[config.mk]
export PLATFORM = sky130hd
export DESIGN_NAME = neo_lbwrite
export DESIGN_NICKNAME = d
export VERILOG_FILES = /design/src/rtl/neo_lb_pkg.sv /design/src/rtl/lb_bank_port.sv /design/src/rtl/neo_lbwrite.sv
export SDC_FILE = /design/constraint.sdc
export NUM_CORES = 1
export LEC_CHECK = 0
export ABC_AREA = 0
export BUFFER_PORTS_ARGS = -buffer_cell sky130_fd_sc_hd__buf_2
export CAP_MARGIN = 10
export CORE_ASPECT_RATIO = 1.1
export CORE_MARGIN = 3
export CORE_UTILIZATION = 50
export DETAILED_ROUTE_END_ITERATION = 8
export PLACE_DENSITY = 0.74
export SLEW_MARGIN = 40
export SYNTH_ARGS = -nofsm -noshare
export SYNTH_HDL_FRONTEND = slang
export SYNTH_SLANG_ARGS = --single-unit
[constraint.sdc]
create_clock -name CLK_12M -period 2.37 [get_ports CLK_12M]
set_clock_uncertainty 0.2 [all_clocks]
set_input_delay 0.3555 -clock CLK_12M [delete_from_list [all_inputs] [get_ports CLK_12M]]
set_output_delay 0.3555 -clock CLK_12M [all_outputs]
set_load 0.01 [all_outputs]
[src/rtl/neo_lb_pkg.sv]
// Shared constants and types for the neo line-buffer write stage.
package neo_lb_pkg;
  localparam int LB_DEPTH_DEF = 160;
  localparam int PAIRS_DEF    = 8;

  typedef enum logic [1:0] {
    IDLE = 2'd0,
    DRAW = 2'd1,
    CLR  = 2'd2
  } state_t;

  typedef struct packed {
    logic [7:0] pal;
    logic [3:0] col;
  } lb_entry_t;
endpackage

[src/rtl/lb_bank_port.sv]
// One line-buffer bank write port: X pointer, visibility gate and registered
// ADDR/DATA/WE stage. Clear writes take precedence over pixel writes.
module lb_bank_port
  import neo_lb_pkg::*;
#(
  parameter int LB_DEPTH = LB_DEPTH_DEF
) (
  input  logic        clk_i,
  input  logic        rst_n_i,
  input  logic        load_i,
  input  logic [7:0]  load_ptr_i,
  input  logic        adv_i,
  input  logic        dot_i,
  input  logic [3:0]  col_i,
  input  logic [7:0]  pal_i,
  input  logic        clr_i,
  input  logic [7:0]  clr_addr_i,
  output logic [7:0]  addr_o,
  output logic [11:0] data_o,
  output logic        we_o
);
  localparam logic [8:0] DEPTH = 9'(LB_DEPTH);

  logic [7:0] ptr_q;
  logic [7:0] addr_q;
  lb_entry_t  data_q;
  logic       we_q;
  logic       visible;

  assign visible = {1'b0, ptr_q} < DEPTH;

  always_ff @(posedge clk_i or negedge rst_n_i) begin
    if (!rst_n_i) begin
      ptr_q  <= '0;
      addr_q <= '0;
      data_q <= '0;
      we_q   <= 1'b0;
    end else begin
      // Pointer wraps 255 -> 0 silently; off-screen positions are simply gated.
      if (load_i)     ptr_q <= load_ptr_i;
      else if (adv_i) ptr_q <= ptr_q + 8'd1;

      if (clr_i) begin
        we_q   <= 1'b1;
        addr_q <= clr_addr_i;
        data_q <= '0;
      end else if (adv_i && dot_i && visible) begin
        we_q       <= 1'b1;
        addr_q     <= ptr_q;
        data_q.pal <= pal_i;
        data_q.col <= col_i;
      end else begin
        we_q   <= 1'b0;
        addr_q <= '0;
        data_q <= '0;
      end
    end
  end

  assign addr_o = addr_q;
  assign data_o = data_q;
  assign we_o   = we_q;
endmodule

[src/rtl/neo_lbwrite.sv]
// Line-buffer write stage: tags serializer pixel pairs with the strip palette,
// writes opaque on-screen pixels to the even/odd banks, and clears whole lines.
module neo_lbwrite
  import neo_lb_pkg::*;
#(
  parameter int LB_DEPTH = LB_DEPTH_DEF,
  parameter int PAIRS    = PAIRS_DEF
) (
  input  logic        CLK_12M,
  input  logic        nRESET,
  input  logic        START,
  input  logic [8:0]  XSTART,
  input  logic [7:0]  PAL,
  input  logic        VALID,
  input  logic [3:0]  GAD,
  input  logic [3:0]  GBD,
  input  logic        DOTA,
  input  logic        DOTB,
  input  logic        CLEAR,
  output logic [7:0]  EA_ADDR,
  output logic [7:0]  OA_ADDR,
  output logic [11:0] EA_DATA,
  output logic [11:0] OA_DATA,
  output logic        EA_WE,
  output logic        OA_WE,
  output logic        BUSY,
  output logic        DONE
);
  localparam int CW = $clog2(PAIRS + 1);

  state_t        state_q;
  logic [CW-1:0] pair_cnt_q;
  logic [7:0]    clr_cnt_q;
  logic [7:0]    pal_q;
  logic          busy_q;
  logic          done_q;

  logic       load, accept, clr_wr, last_pair, last_clr;
  logic [7:0] eptr_ld, optr_ld, clr_addr;

  // Even bank starts at the first even pixel at or after XSTART.
  assign eptr_ld   = XSTART[8:1] + {7'd0, XSTART[0]};
  assign optr_ld   = XSTART[8:1];
  assign load      = START && (state_q != CLR);
  assign accept    = (state_q == DRAW) && VALID && !START;
  assign clr_wr    = ((state_q == IDLE) && CLEAR && !START) || (state_q == CLR);
  assign clr_addr  = (state_q == CLR) ? clr_cnt_q : 8'd0;
  assign last_pair = accept && (pair_cnt_q == CW'(PAIRS - 1));
  assign last_clr  = (state_q == CLR) && (clr_cnt_q == 8'(LB_DEPTH - 1));

  always_ff @(posedge CLK_12M or negedge nRESET) begin
    if (!nRESET) begin
      state_q    <= IDLE;
      pair_cnt_q <= '0;
      clr_cnt_q  <= '0;
      pal_q      <= '0;
      busy_q     <= 1'b0;
      done_q     <= 1'b0;
    end else begin
      done_q <= 1'b0;
      // BUSY stays up through the cycle that shows the final write.
      busy_q <= (state_q != IDLE) || START || CLEAR;
      unique case (state_q)
        IDLE: begin
          if (START) begin
            state_q    <= DRAW;
            pal_q      <= PAL;
            pair_cnt_q <= '0;
          end else if (CLEAR) begin
            state_q   <= CLR;
            clr_cnt_q <= 8'd1;
          end
        end
        DRAW: begin
          if (START) begin
            pal_q      <= PAL;
            pair_cnt_q <= '0;
          end else if (accept) begin
            if (last_pair) begin
              state_q    <= IDLE;
              done_q     <= 1'b1;
              pair_cnt_q <= '0;
            end else begin
              pair_cnt_q <= pair_cnt_q + CW'(1);
            end
          end
        end
        CLR: begin
          if (last_clr) begin
            state_q   <= IDLE;
            done_q    <= 1'b1;
            clr_cnt_q <= '0;
          end else begin
            clr_cnt_q <= clr_cnt_q + 8'd1;
          end
        end
        default: state_q <= IDLE;
      endcase
    end
  end

  lb_bank_port #(.LB_DEPTH(LB_DEPTH)) u_even (
    .clk_i(CLK_12M), .rst_n_i(nRESET), .load_i(load), .load_ptr_i(eptr_ld),
    .adv_i(accept), .dot_i(DOTA), .col_i(GAD), .pal_i(pal_q),
    .clr_i(clr_wr), .clr_addr_i(clr_addr),
    .addr_o(EA_ADDR), .data_o(EA_DATA), .we_o(EA_WE)
  );

  lb_bank_port #(.LB_DEPTH(LB_DEPTH)) u_odd (
    .clk_i(CLK_12M), .rst_n_i(nRESET), .load_i(load), .load_ptr_i(optr_ld),
    .adv_i(accept), .dot_i(DOTB), .col_i(GBD), .pal_i(pal_q),
    .clr_i(clr_wr), .clr_addr_i(clr_addr),
    .addr_o(OA_ADDR), .data_o(OA_DATA), .we_o(OA_WE)
  );

  assign BUSY = busy_q;
  assign DONE = done_q;
endmodule
* Word level (Yosys, flattened, before mapping)
Cells that the tools add are included.
** Storage, ports and cells
- Output and inout port bits :: 44
- Register bits after elaboration :: 82
** Operators by class
- Equal/unequal tests :: 14
- Muxes and demuxes :: 38
- $lt $le $gt $ge :: 2
- $add $sub $neg :: 5
- Reductions and logical operators :: 25
** Operators with widths (number)
- $mux 8 :: 12
- $mux 12 :: 4
- $add 8x1->8 const B :: 3
- $lt 8x8->1 const B :: 2
- $mux 4 :: 4
- $ne 2x2->1 const B :: 8
- $pmux 8 s2 :: 1
- $mux 2 :: 6
- $logic_and 1x1->1 :: 11
- $add 8x1->8 :: 1
- $eq 8x8->1 const B :: 1
- $mux 1 :: 8
- $pmux 4 s2 :: 1
- $reduce_bool 2->1 :: 4
- $ne 3x3->1 const B :: 2
- $pmux 2 s3 :: 1
- $reduce_and 3->1 :: 2
- $reduce_and 5->1 :: 1
- $add 4x1->4 const B :: 1
- $eq 4x3->1 const B :: 1
- $logic_or 1x1->1 :: 3
- $eq 2x1->1 const B :: 1
- $eq 2x2->1 const B :: 1
- $logic_not 2->1 :: 1
- other kinds (4) :: 4

* Longest topological paths before layout
- Depth in word-level cells :: 8
- Mapped depth :: 9
- Gate-level depth less buffers :: 6

* By module
From an unflattened synthesis, not the netlist that was laid out.
** Second synthesis, totals
- Cells, all modules :: 337
- Area total of the unflattened synthesis :: 3794.9 um^2
** By module, submodules not included
- lb_bank_port :: area an instance 1171.1 um^2, cells each 96, instances 2, sequential area each 725.7 um^2
- neo_lbwrite :: area an instance 1452.6 um^2, cells each 145, instances 1, sequential area each 600.6 um^2

* Least setup slack after synthesis
OpenSTA, ideal clock, no wires.
- Kind :: register -> register
- Start point :: reg clr_cnt_q[0]
- End point :: reg state_q[0]
- Arrival :: 1759 ps
- Cell stages (with the launch flop) :: 6
- Data required time :: 2046 ps
- Clock period less this slack :: 2084 ps
- Library setup time :: 124 ps
- Path buffers :: 0
- Path slack :: 286 ps
- Cells stage by stage :: dfrtp_1 ha_1 nand4_1 or4b_4 a221o_1 mux2i_1
** On the way
- Cells in the longest elaborated chain, start to end :: 4
** Ends and longest elaborated chain
- start: declaration :: line neo_lbwrite.sv:33 : logic [7:0] clr_cnt_q;
- start signal: assignment :: line neo_lbwrite.sv:94 : clr_cnt_q <= clr_cnt_q + 8'd1;
- $eq 8x8->1 :: line neo_lbwrite.sv:49 : assign last_clr = (state_q == CLR) && (clr_cnt_q == 8'(LB_DEPTH - 1));
- $logic_and 1x1->1 :: line neo_lbwrite.sv:49
- $ne 2x2->1 (no line)
- $reduce_and 5->1 (no line)
- end signal: assignment :: line neo_lbwrite.sv:53 : state_q <= IDLE;
- end signal: assignment :: line neo_lbwrite.sv:66 : state_q <= DRAW;
- end signal: assignment :: line neo_lbwrite.sv:70 : state_q <= CLR;
- end: declaration :: line neo_lbwrite.sv:31 : state_t state_q;
No other way between the ends.
A chain may end at the register's enable or synchronous reset.

* Final worst setup path
- Start point :: reg clr_cnt_q[1]
- End point :: reg state_q[1]
The elaborated chain is that of the path after synthesis.

==> impl_metrics.yaml <==
floorplanning:
  die_h_um: 94.8
  ioPinCount: 76
  start_util_pct: 52.8
  rows: 31
  dieWidth_um: 86.7
  core_um2: 6790
  dieArea_um2: 8230
placed_design:
  port_buffers: 75
  place_congestion: 0.871
  place_ws_ns: 0.147
  post-dp-hpwl_um: 5490
worst_setup_path:
  cp_max_fo: 5
  cp.required_ns: 2.43
  crit_path_end_kind: "flop"
  crit_type: "reg -> reg"
  cp.arrival_ns: 2.29
  start_kind: "flop"
layout:
  multi_input_area_um2: 1460
  final_nets: 441
  nFillCells: 556
  seqCellArea_um2: 2050
  diodes: 0
  final_util_pct: 64.0
  drive_gt1_share_pct: 27.7
  area_growth_pct: 21.1
sta:
  setup_viol: 0
  layout_setup_ws_ns: 0.140
  hold_viol: 0
  clock.fmax_ghz: 0.448
  min_period_ns: 2.23
  relSlewSlack_pct: 61.4
  period_share_pct: 94.1
  tightest_slew_ns: 0.577
  fin_tns_setup_ns: 0
  drv_slew: 0
  grt_setup_unrepaired: "false"
cts:
  clock_path_buffers: 2
  cts_tree: "done"
  cts-root-buf: "clkbuf_8"
  cts.sinks: 82
  cts_buffers: 9
  cts_max_level: 3
  cts.reportedPaths.clkPinSlew_ns: 0.08
  clock_latency_ns: 0.34
power_and_ir_drop:
  pwr-share-clk_pct: 25.2
  p_sw_share_pct: 32.9
  irDropWorstVdd_uv: 607
  power_mw: 4.04
  seqPwrFrac_pct: 48.8
  p_comb_share_pct: 26.0
  net-switching-power_mw: 1.33
  power_density_nw_per_um2: 931
  leakage_nw: 2.15
  p_int_mw: 2.72
synth:
  syn_area_per_cell_um2: 11.4
  ys_seq_area_share_pct: 57.2
  synth_cell_types: 41
  syn_inst: 315
  syn-num-nets: 356
  synth.cell_area_um2: 3590
  synth-edff-count: 0
  yosys_register_bits: 82
  yosys_warnings: 0
  ys_dominant_reg_cell: "dfrtp_1"
  synthArstFlopShare_pct: 100
detailed_routing:
  drc_errors: 0
  wl_met3_um: 451
  vias_per_cell: 5.51
  drt_iter0_markers: 86
  wl_met2_um: 3710
  dr.max_layer_used: "met4"
  first_pass_iters: 4
  wire_per_inst_um: 15.7
  routed_wl_um: 7630
  routed-via-count: 2681
  wl_met1_um: 3290
  postRouteAntennaNets: 0
global_routing:
  grt_overflow: 0
  grt_max_degree: 54
  grt_pass1_wl_um: 13100
  grt_pass1_vias: 2701
  antenna_found_initial: 0
  grt_usage_pct: 20.7
run:
  cap_viol_max_count: 0
status:
  status: "completed"
min_path:
  min_path_type: "in -> reg"
[placed cells by master (no fill, tap or decap), types with 9 or more instances in the layout]
cell      netlist  final
mux2_2          9      9
nor2_1         17     17
buf_4           0     10
xnor2_1        11     11
nand3_1        12     12
nand2_1        25     25
and2_1         25     25
a22o_1         18     18
ha_1            9      9
buf_2           1     74
o21ai_0        18     18
clkbuf_8        0     11
dfrtp_1        82     81
[critical path, stage by stage (launching register included)]
cell and delay, ns:
dfrtp_1 0.41, ha_1 0.23, nand4_1 0.13, or4b_4 0.58, a221o_1 0.41, mux2i_1 0.18
[layer usage]
metal / GRT usage [%] / up-vias
met5: 0 / -
met4: 9.22 / 0
met3: 3.75 / 13
met2: 34.4 / 96
met1: 26.2 / 1294
li1: - / 1278
[Yosys cell counts, types with 4 or more instances]
cell type | number | area share (%)
nand2b_1 | 6 | 1.0
o21ai_0 | 18 | 2.5
nor2b_1 | 6 | 1.0
nand2_1 | 25 | 2.6
xnor2_1 | 11 | 2.7
nand3_1 | 12 | 1.7
nand4_1 | 5 | 0.87
dfrtp_1 | 82 | 57
clkbuf_1 | 13 | 1.4
a221o_1 | 4 | 1.1
mux2_2 | 9 | 2.8
a21oi_1 | 4 | 0.56
nor2_1 | 17 | 1.8
inv_1 | 5 | 0.52
a22o_1 | 18 | 4.4
ha_1 | 9 | 3.1
mux2i_1 | 7 | 2.0
and2_1 | 25 | 4.4
xor2_1 | 7 | 1.7
[logic make-up after synthesis]
| kind of cell | synth area share [%] |
|---|---|
| AO/OA/AOI/OAI | 12.0 |
| XOR/XNOR | 4.40 |
| adder cells (fa/ha/maj) | 3.14 |
| buffers and inverters | 2.13 |
| flip-flops | 57.2 |
| multiplexers | 4.78 |
| AND/OR/NAND/NOR | 16.3 |
[registers in the layout, indices dropped and copies added, names as in the netlist]
| register | flops |
|---|---|
| BUSY | 1 |
| DONE | 1 |
| clr_cnt_q | 8 |
| pair_cnt_q | 4 |
| pal_q | 8 |
| state_q | 2 |
| u_even.addr_o | 8 |
| u_even.data_o | 12 |
| u_even.ptr_q | 8 |
| u_even.we_o | 1 |
| u_odd.addr_o | 8 |
| u_odd.data_o | 12 |
| u_odd.ptr_q | 8 |
| u_odd.we_o | 1 |
[final cells by class]
| type | count | area share, % |
|---|---|---|
| inverters | 5 | 0.432 |
| well taps | 82 | 2.36 |
| clock buffers | 12 | 3.57 |
| flip-flops and latches | 82 | 47.3 |
| clock inverters | 4 | 1.15 |
| multi-input cells | 213 | 33.6 |
| repair buffers | 89 | 11.6 |
[final timing paths]
path	slack, ns	end	depth (start not counted)	from
worst max-delay path	0.14	state_q[1]	5	clr_cnt_q[1]
worst min-delay path	0.02	u_even.data_o[1]	2	GAD[1]
worst max register to register	0.14	state_q[1]	5	clr_cnt_q[1]
worst min register to register	0.29	u_odd.data_o[6]	1	pal_q[2]
max in group asynchronous	1.10	u_odd.ptr_q[2]	3	nRESET
min in group asynchronous	0.28	u_odd.data_o[6]	2	nRESET
[power by group through the flow]
| stage | Sequential, mW | Clock [mW] | Combinational [mW] |
|---|---|---|---|
| 3_3_place_gp | 1.98 | 0 | 1.02 |
| 4_1_cts | 1.96 | 1.05 | 1.06 |
| 5_1_grt | 2.03 | 1.10 | 1.19 |
| 2_1_floorplan | 1.93 | 0 | 0.704 |
| 6_report | 1.97 | 1.02 | 1.05 |
| 3_5_place_dp | 1.99 | 0 | 1.05 |
[what timing repair did]
item | CTS | global route
endpoints found under the setup margin | 0 | 2
setup buffers | 0 | 0
hold buffers | 4 | 0
endpoints found under the hold margin | 32 | 0
gates resized for setup | 0 | 1
[per-stage QoR]
step | instance area, um2 | hold slack (ns) | instances
6_report | 4340 | 0.0164 | 487
5_1_grt | 4340 | 0.0158 | 487
2_1_floorplan | 3590 | -0.140 | 315
3_3_place_gp | 4100 | 0.107 | 467
3_5_place_dp | 4100 | 0.111 | 467
4_1_cts | 4340 | 0.00326 | 487
Power figures use the tool's default switching activity.
